==> config.mk <==
export PLATFORM = sky130hd
export DESIGN_NAME = any1_alu_queue
export DESIGN_NICKNAME = d
export VERILOG_FILES = /design/src/rtl/any1_alu_queue.sv
export SDC_FILE = /design/constraint.sdc
export NUM_CORES = 2
export LEC_CHECK = 0
export CAP_MARGIN = 20
export CORE_ASPECT_RATIO = 1.25
export CORE_MARGIN = 5
export CORE_UTILIZATION = 65
export CTS_BUF_LIST = sky130_fd_sc_hd__clkbuf_2 sky130_fd_sc_hd__clkbuf_4 sky130_fd_sc_hd__clkbuf_8
export CTS_CLUSTER_DIAMETER = 30
export DETAILED_ROUTE_END_ITERATION = 16
export PLACE_DENSITY = 0.93
export SYNTH_ARGS = -nofsm -noshare
export SYNTH_HDL_FRONTEND = slang
export SYNTH_SLANG_ARGS = --single-unit
==> constraint.sdc <==
create_clock -name clk_i -period 108.5 [get_ports clk_i]
set_input_delay 16.275 -clock clk_i [delete_from_list [all_inputs] [get_ports clk_i]]
set_output_delay 16.275 -clock clk_i [all_outputs]
set_load 0.02 [all_outputs]
==> src/rtl/any1_alu_queue.sv <==
`default_nettype none
// ============================================================================
//  Module   : any1_alu_queue (with package any1_alu_queue_pkg)
//  Purpose  : First-word-fall-through queue of ALU operation records between
//             the reorder-buffer issue stage and the ALU. Records are pushed
//             through the wr strobe carried inside the record itself and are
//             handed to the ALU in order through a valid/ready handshake.
//             Reports occupancy, almost-full, a sticky overflow flag, and can
//             be flushed on a branch-mispredict redirect.
//  Ports    : rst_i    async active-high reset
//             clk_i    clock, rising edge
//             flush_i  discard every queued entry (beats push and pop)
//             rec_i    incoming record; rec_i.wr is the push strobe
//             rec_o    head record; rec_o.wr mirrors valid_o
//             valid_o  head entry present
//             rdy_i    ALU accepts the head this cycle
//             count_o  entries held
//             full_o   count_o == DEPTH
//             afull_o  count_o >= DEPTH - AFULL_MARGIN
//             ovf_o    sticky: a push arrived while full with no pop
//  Revision : 1.0 - initial release
// ============================================================================

package any1_alu_queue_pkg;
   // 359-bit record: wr is the push strobe on input and mirrors valid on
   // output; the remaining 358 bits form the stored payload.
   typedef struct packed {
      logic        wr;
      logic [5:0]  rid;
      logic [31:0] ir;
      logic [63:0] a;
      logic [63:0] b;
      logic [63:0] c;
      logic [63:0] d;
      logic [63:0] imm;
   } sALUrec;
endpackage

module any1_alu_queue
   import any1_alu_queue_pkg::*;
#(
   parameter int DEPTH        = 8,
   parameter int AFULL_MARGIN = 2
) (
   input  logic                     rst_i,
   input  logic                     clk_i,
   input  logic                     flush_i,
   input  sALUrec                   rec_i,
   output sALUrec                   rec_o,
   output logic                     valid_o,
   input  logic                     rdy_i,
   output logic [$clog2(DEPTH):0]   count_o,
   output logic                     full_o,
   output logic                     afull_o,
   output logic                     ovf_o
);

   localparam int AW = $clog2(DEPTH);
   localparam int CW = AW + 1;
   localparam int PW = $bits(sALUrec) - 1;   // payload width, wr not stored

   // A margin reaching DEPTH would make the threshold non-positive, in which
   // case almost-full is permanently asserted.
   localparam logic [CW-1:0] AFULL_LEVEL =
      (AFULL_MARGIN >= DEPTH) ? '0 : CW'(DEPTH - AFULL_MARGIN);

   logic [PW-1:0]  mem [DEPTH];
   logic [AW-1:0]  rptr;
   logic [AW-1:0]  wptr;
   logic [CW-1:0]  count;
   logic           ovf;

   logic           full;
   logic           valid;
   logic           push;
   logic           pop;
   logic [PW-1:0]  payload_in;

   assign full  = (count == CW'(DEPTH));
   assign valid = (count != '0);

   // Flush suppresses both sides so a head offered during a flush cycle is
   // never consumed. When full, a push is still taken if a pop frees a slot.
   assign pop  = valid & rdy_i & ~flush_i;
   assign push = rec_i.wr & ~flush_i & (~full | pop);

   assign payload_in = {rec_i.rid, rec_i.ir, rec_i.a, rec_i.b,
                        rec_i.c, rec_i.d, rec_i.imm};

   // Control state: pointers wrap naturally because DEPTH is a power of 2.
   always_ff @(posedge clk_i or posedge rst_i) begin
      if (rst_i) begin
         rptr  <= '0;
         wptr  <= '0;
         count <= '0;
         ovf   <= 1'b0;
      end else if (flush_i) begin
         rptr  <= '0;
         wptr  <= '0;
         count <= '0;
         ovf   <= 1'b0;
      end else begin
         if (push) begin
            wptr <= wptr + AW'(1);
         end
         if (pop) begin
            rptr <= rptr + AW'(1);
         end
         if (push && !pop) begin
            count <= count + CW'(1);
         end else if (pop && !push) begin
            count <= count - CW'(1);
         end
         // A strobe dropped for lack of space latches overflow.
         if (rec_i.wr && full && !pop) begin
            ovf <= 1'b1;
         end
      end
   end

   // Storage carries no reset: contents are meaningless until written.
   always_ff @(posedge clk_i) begin
      if (push) begin
         mem[wptr] <= payload_in;
      end
   end

   // Head is read straight from the array, so rec_o never depends
   // combinationally on rec_i.
   always_comb begin
      rec_o     = sALUrec'({1'b0, mem[rptr]});
      rec_o.wr  = valid;
   end

   assign valid_o = valid;
   assign count_o = count;
   assign full_o  = full;
   assign afull_o = (count >= AFULL_LEVEL);
   assign ovf_o   = ovf;

endmodule
`default_nettype wire

Yosys cells after proc, flatten, opt, wreduce, memory -nomap -nowiden --
Memories as Yosys holds them, arrays and structs flattened. Cells that the tools add are included.
Word-level totals: word-level logic and storage cells 40, memories 1, latch bits 0, memory bits (read-only) 0, bits of input ports 363, register bits after elaboration 11, RAM bits 2864
Operators by class: add/subtract/negate cells 4, bitwise gates (word level) 7, multipliers 0, order comparisons 1, div/mod/pow operators 0, eq/ne operators 1, reduce and logical (&&, ||, !) cells 11, shift-type cells 0, multiplexer cells 11
Memory list:
- mem | words 8, width 358, read ports 1, clocked after memory_dff 0, wr ports 1, RTL line 67 | logic [PW-1:0] mem [DEPTH];
Operators by type and width (number):
- two-way mux 3 bit | 4
- two-way mux 4 bit | 3
- adder 3 x 1 -> 3 bit (second input constant) | 2
- nonzero test 2 bit | 3
- adder 4 x 1 -> 4 bit (second input constant) | 1
- bitwise AND 1 bit | 4
- == test 4 bit (second input constant) | 1
- greater-or-equal comparator 4 x 3 -> 1 bit (second input constant) | 1
- logical AND 1 bit | 4
- two-way mux 1 bit | 4
- nonzero test 4 bit | 1
- subtractor 4 x 1 -> 4 bit (second input constant) | 1
- nonzero test 3 bit | 1
- logical NOT 1 bit | 2
- inverter 1 bit | 2
- bitwise OR 1 bit | 1

Longest topological paths before layout --
depth in word-level cells 10, depth in mapped cells 9, mapped depth without buffers 9

Worst setup path after synthesis --
No wires, ideal clock.
kind input -> register, start point input port flush_i, end point memory mem[0][0] (netlist bit) (enable), path slack 53313 ps, required time 106424 ps, stages 4, arrival time 53111 ps, path through nand2b_1 > and3_1 > nor2_1 > nor4b_1
On the way: word-level cells in the longest chain between the ends 6, elaborated cells on any way between the ends 7, those cells by class 2 x mux; 5 x bitwise
RTL lines:
- start: declaration | RTL line 47 | input logic flush_i,
- inverter 1 bit (*) | RTL line 84, 85
- bitwise AND 1 bit | RTL line 84 | assign pop = valid & rdy_i & ~flush_i;
- bitwise OR 1 bit | RTL line 85 | assign push = rec_i.wr & ~flush_i & (~full | pop);
- bitwise AND 1 bit (*) | RTL line 85
- two-way mux 1 bit (*) | RTL line 123 | if (push) begin
- two-way mux 1 bit (not written as such) (*) | RTL line 124 | mem[wptr] <= payload_in;
- end: declaration | RTL line 67
Every way passes the cells marked *; elsewhere a longest branch is shown, timed or not.

==> flow_summary.json <==
{
  "synth_edf_count": 2864,
  "vias": 55200,
  "crit_chain": "buf_4, buf_4, buf_4, buf_4, mux4_2, mux2_2, clkdlybuf4s50_1",
  "setup_tns_ns": 0,
  "drtPass1Iterations": 6,
  "io_pins": 730,
  "grt_pass1_wl_microns": 415000,
  "grt_use_total_pct": 33.3,
  "antenna_found_initial": 69,
  "yosysSeqAreaShare_pct": 79.9,
  "nets": 5653,
  "reg2reg_slack_ns": 103.62,
  "port_buffers": 729,
  "avgViaCountPerCell": 6.98,
  "start_util_pct": 65.3,
  "startpoint": "rptr[0]$_DFFE_PP0P_",
  "start_kind": "flop",
  "synth-seq-cells": 2875,
  "worstMarginPinSlew_ns": 1.17,
  "grt_max_degree": 127,
  "cts-root-buf": "clkbuf_8",
  "synth_nets": 4613,
  "power_mw": 2.93,
  "core_area_sq_um": 165000,
  "r2r_cells": 7,
  "crit_top_cell": "buf_4",
  "path_class": "reg -> out",
  "p_leak_nw": 39.2,
  "cts_tree": "done",
  "postCtsHoldBufs": 0,
  "synth_flop_cell": "edfxtp_1",
  "synth_warnings": 0,
  "hold_violations": 0,
  "synth_cell_types": 40,
  "worstPathArrival_ns": 7.03,
  "skew_ns": 0.0939,
  "crit_path_top_delay_cell": "dfrtp_4",
  "cts_setup_buffers": 0,
  "routed_wl_microns": 302000,
  "grt_pass1_vias": 56300,
  "drc": 0,
  "fillers": 6911,
  "setup_viol": 0,
  "cts.sinks": 2875,
  "gp_congestion": 0.762,
  "clock_latency_ns": 1.09,
  "rsz0062_at_grt": "false",
  "overflow": 0,
  "detail-route-antenna-nets": 0,
  "synth.avg_cell_area_sq_um": 25.4,
  "drive_above_1_share_pct": 32.7,
  "drv_cap": 0,
  "crit_required_ns": 92.22,
  "ir_drop_mv": 0.0233,
  "fin_area_sq_um": 127000,
  "drtIter0Drc": 9299,
  "wl_per_cell_microns": 38.2,
  "clk_pin_slew_worst_paths_ns": 0.08,
  "crit_fanout": 46,
  "synth_cells": 4245,
  "htreeDepth": 5,
  "max_freq_ghz": 0.0429,
  "r2r-start": "count_o[2]$_DFFE_PP0P_",
  "worstReg2RegEnd": "mem[0][247]$_DFFE_PP_",
  "die-area_sq_um": 174000,
  "post-route-period-util_pct": 21.5,
  "syn_to_final_growth_pct": 17.6,
  "min_period_ns": 23.31,
  "cts.path.max_buffers": 4,
  "power.density_nw_per_um2": 23.0,
  "die_x_microns": 375,
  "critPathCapture": "rec_o[106]",
  "synth_area_sq_um": 108000,
  "cts_inserted_buffers": 441,
  "cts_resized": 0,
  "run_status": "complete, no violations",
  "slew_headroom_pct": 22.2,
  "slowest_delay_ns": 0.94,
  "die_h_microns": 466,
  "dp_hpwl_microns": 155000,
  "place_area_sq_um": 118000,
  "synth-async-reset-ratio_pct": 0.383,
  "hp-class": "reg -> reg",
  "critical_path.endpoint_type": "output pin",
  "num_rows": 167,
  "drv_slew": 0
}
cells in the mapped netlist, types with 3 or more instances:
master / count / area, sq um
a21oi_1: 3 / 15.0
buf_1: 7 / 26.3
nand2b_1: 4 / 25.0
dfrtp_1: 11 / 275
nand3_1: 5 / 25.0
mux2i_1: 3 / 30.0
edfxtp_1: 2864 / 86000
mux2_2: 358 / 4030
ha_1: 4 / 50.1
nor3_1: 5 / 25.0
mux4_2: 716 / 16100
buf_6: 16 / 180
nor4_1: 3 / 18.8
buf_2: 84 / 420
nor2_1: 13 / 48.8
clkbuf_1: 101 / 379
a31oi_1: 4 / 25.0
xnor2_1: 4 / 35.0
nand2_1: 7 / 26.3
inv_1: 7 / 26.3
how the worst min path moves through the flow:
stage	startpoint	to	slack, ns	cells past startpoint
CTS	ovf_o$_DFFE_PP0P_	ovf_o$_DFFE_PP0P_	0.58	2
global route	ovf_o$_DFFE_PP0P_	ovf_o$_DFFE_PP0P_	0.63	2
detailed placement	ovf_o$_DFFE_PP0P_	ovf_o$_DFFE_PP0P_	0.54	2
floorplan	wptr[1]$_DFFE_PP0P_	wptr[1]$_DFFE_PP0P_	0.59	2
global placement	ovf_o$_DFFE_PP0P_	ovf_o$_DFFE_PP0P_	0.52	2
finish	ovf_o$_DFFE_PP0P_	ovf_o$_DFFE_PP0P_	0.61	2
state kept, by name (all words and copies together), names as in the netlist:
register and cells:
mem 2864, rptr 3, count_o 4, ovf_o 1, wptr 3
layer usage:
| metal | up-vias | GRT usage, % | share of wire (%) |
|---|---|---|---|
| li1 | 20600 | - | - |
| met1 | 28100 | 42.7 | 31 |
| met2 | 5497 | 54.0 | 50 |
| met3 | 943 | 12.3 | 15 |
| met4 | 38 | 11.1 | 4.4 |
| met5 | - | 0 | 0.085 |
layout make-up:
| class | instances | area (sq um) | share of cell area, % |
|---|---|---|---|
| Inverter | 7 | 26.3 | 0.0207 |
| Multi-Input combinational cell | 1154 | 20700 | 16.3 |
| Clock inverter | 239 | 2010 | 1.58 |
| Antenna cell | 85 | 213 | 0.167 |
| Tap cell | 2197 | 2750 | 2.16 |
| Clock buffer | 546 | 6900 | 5.43 |
| Timing Repair Buffer | 806 | 8090 | 6.37 |
| Sequential cell | 2875 | 86300 | 67.9 |
where the power goes:
group | total [mW] | switching, mW | internal, mW
Clock | 0.942 | 0.443 | 0.499
Combinational | 0.706 | 0.371 | 0.335
Sequential | 1.28 | 0.0206 | 1.26
Total | 2.93 | 0.835 | 2.09
logic make-up after synthesis:
family	after synthesis	synth area share (%)
flip-flops	2875	79.9
multiplexers	1077	18.7
buffers and inverters	216	0.963
AND/OR/NAND/NOR	49	0.238
AO/OA/AOI/OAI	17	0.108
XOR/XNOR	6	0.0487
adder cells (fa/ha/maj)	5	0.0649
cells in the final DEF, fill, tap and decap left out, types with 4 or more instances in the layout:
master              n
edfxtp_1         2864
clkdlybuf4s50_1   729
mux4_2            716
clkbuf_8          448
mux2_2            358
clkinv_1          106
clkbuf_4           98
diode_2            85
clkinv_2           62
buf_4              60
bufinv_16          33
clkinvlp_4         22
buf_12             14
nor2_1             12
clkinv_4            9
dfrtp_1             8
inv_1               7
nand2_1             7
inv_6               6
nand3_1             5
xnor2_1             4
a31oi_1             4
nand2b_1            4
ha_1                4
worst max-delay path: cells and delay by family (launching register included):
kind	cells	cell delay, ns
buffers and inverters	5	3.86
DFF	1	0.94
muxes	2	0.92
stage by stage:
step                util [%]  setup slack (ns)  instances  hold slack (ns)
detailed placement      71.2             86.22       7034            0.542
global placement        71.2             86.39       7034            0.517
floorplan                  -             53.31       4245            0.594
CTS                     76.6             84.98       7819            0.578
global route            76.7             84.49       7851            0.630
finish                  76.8             85.19       7909            0.612
Note: power is estimated with default switching activity, not from simulation.
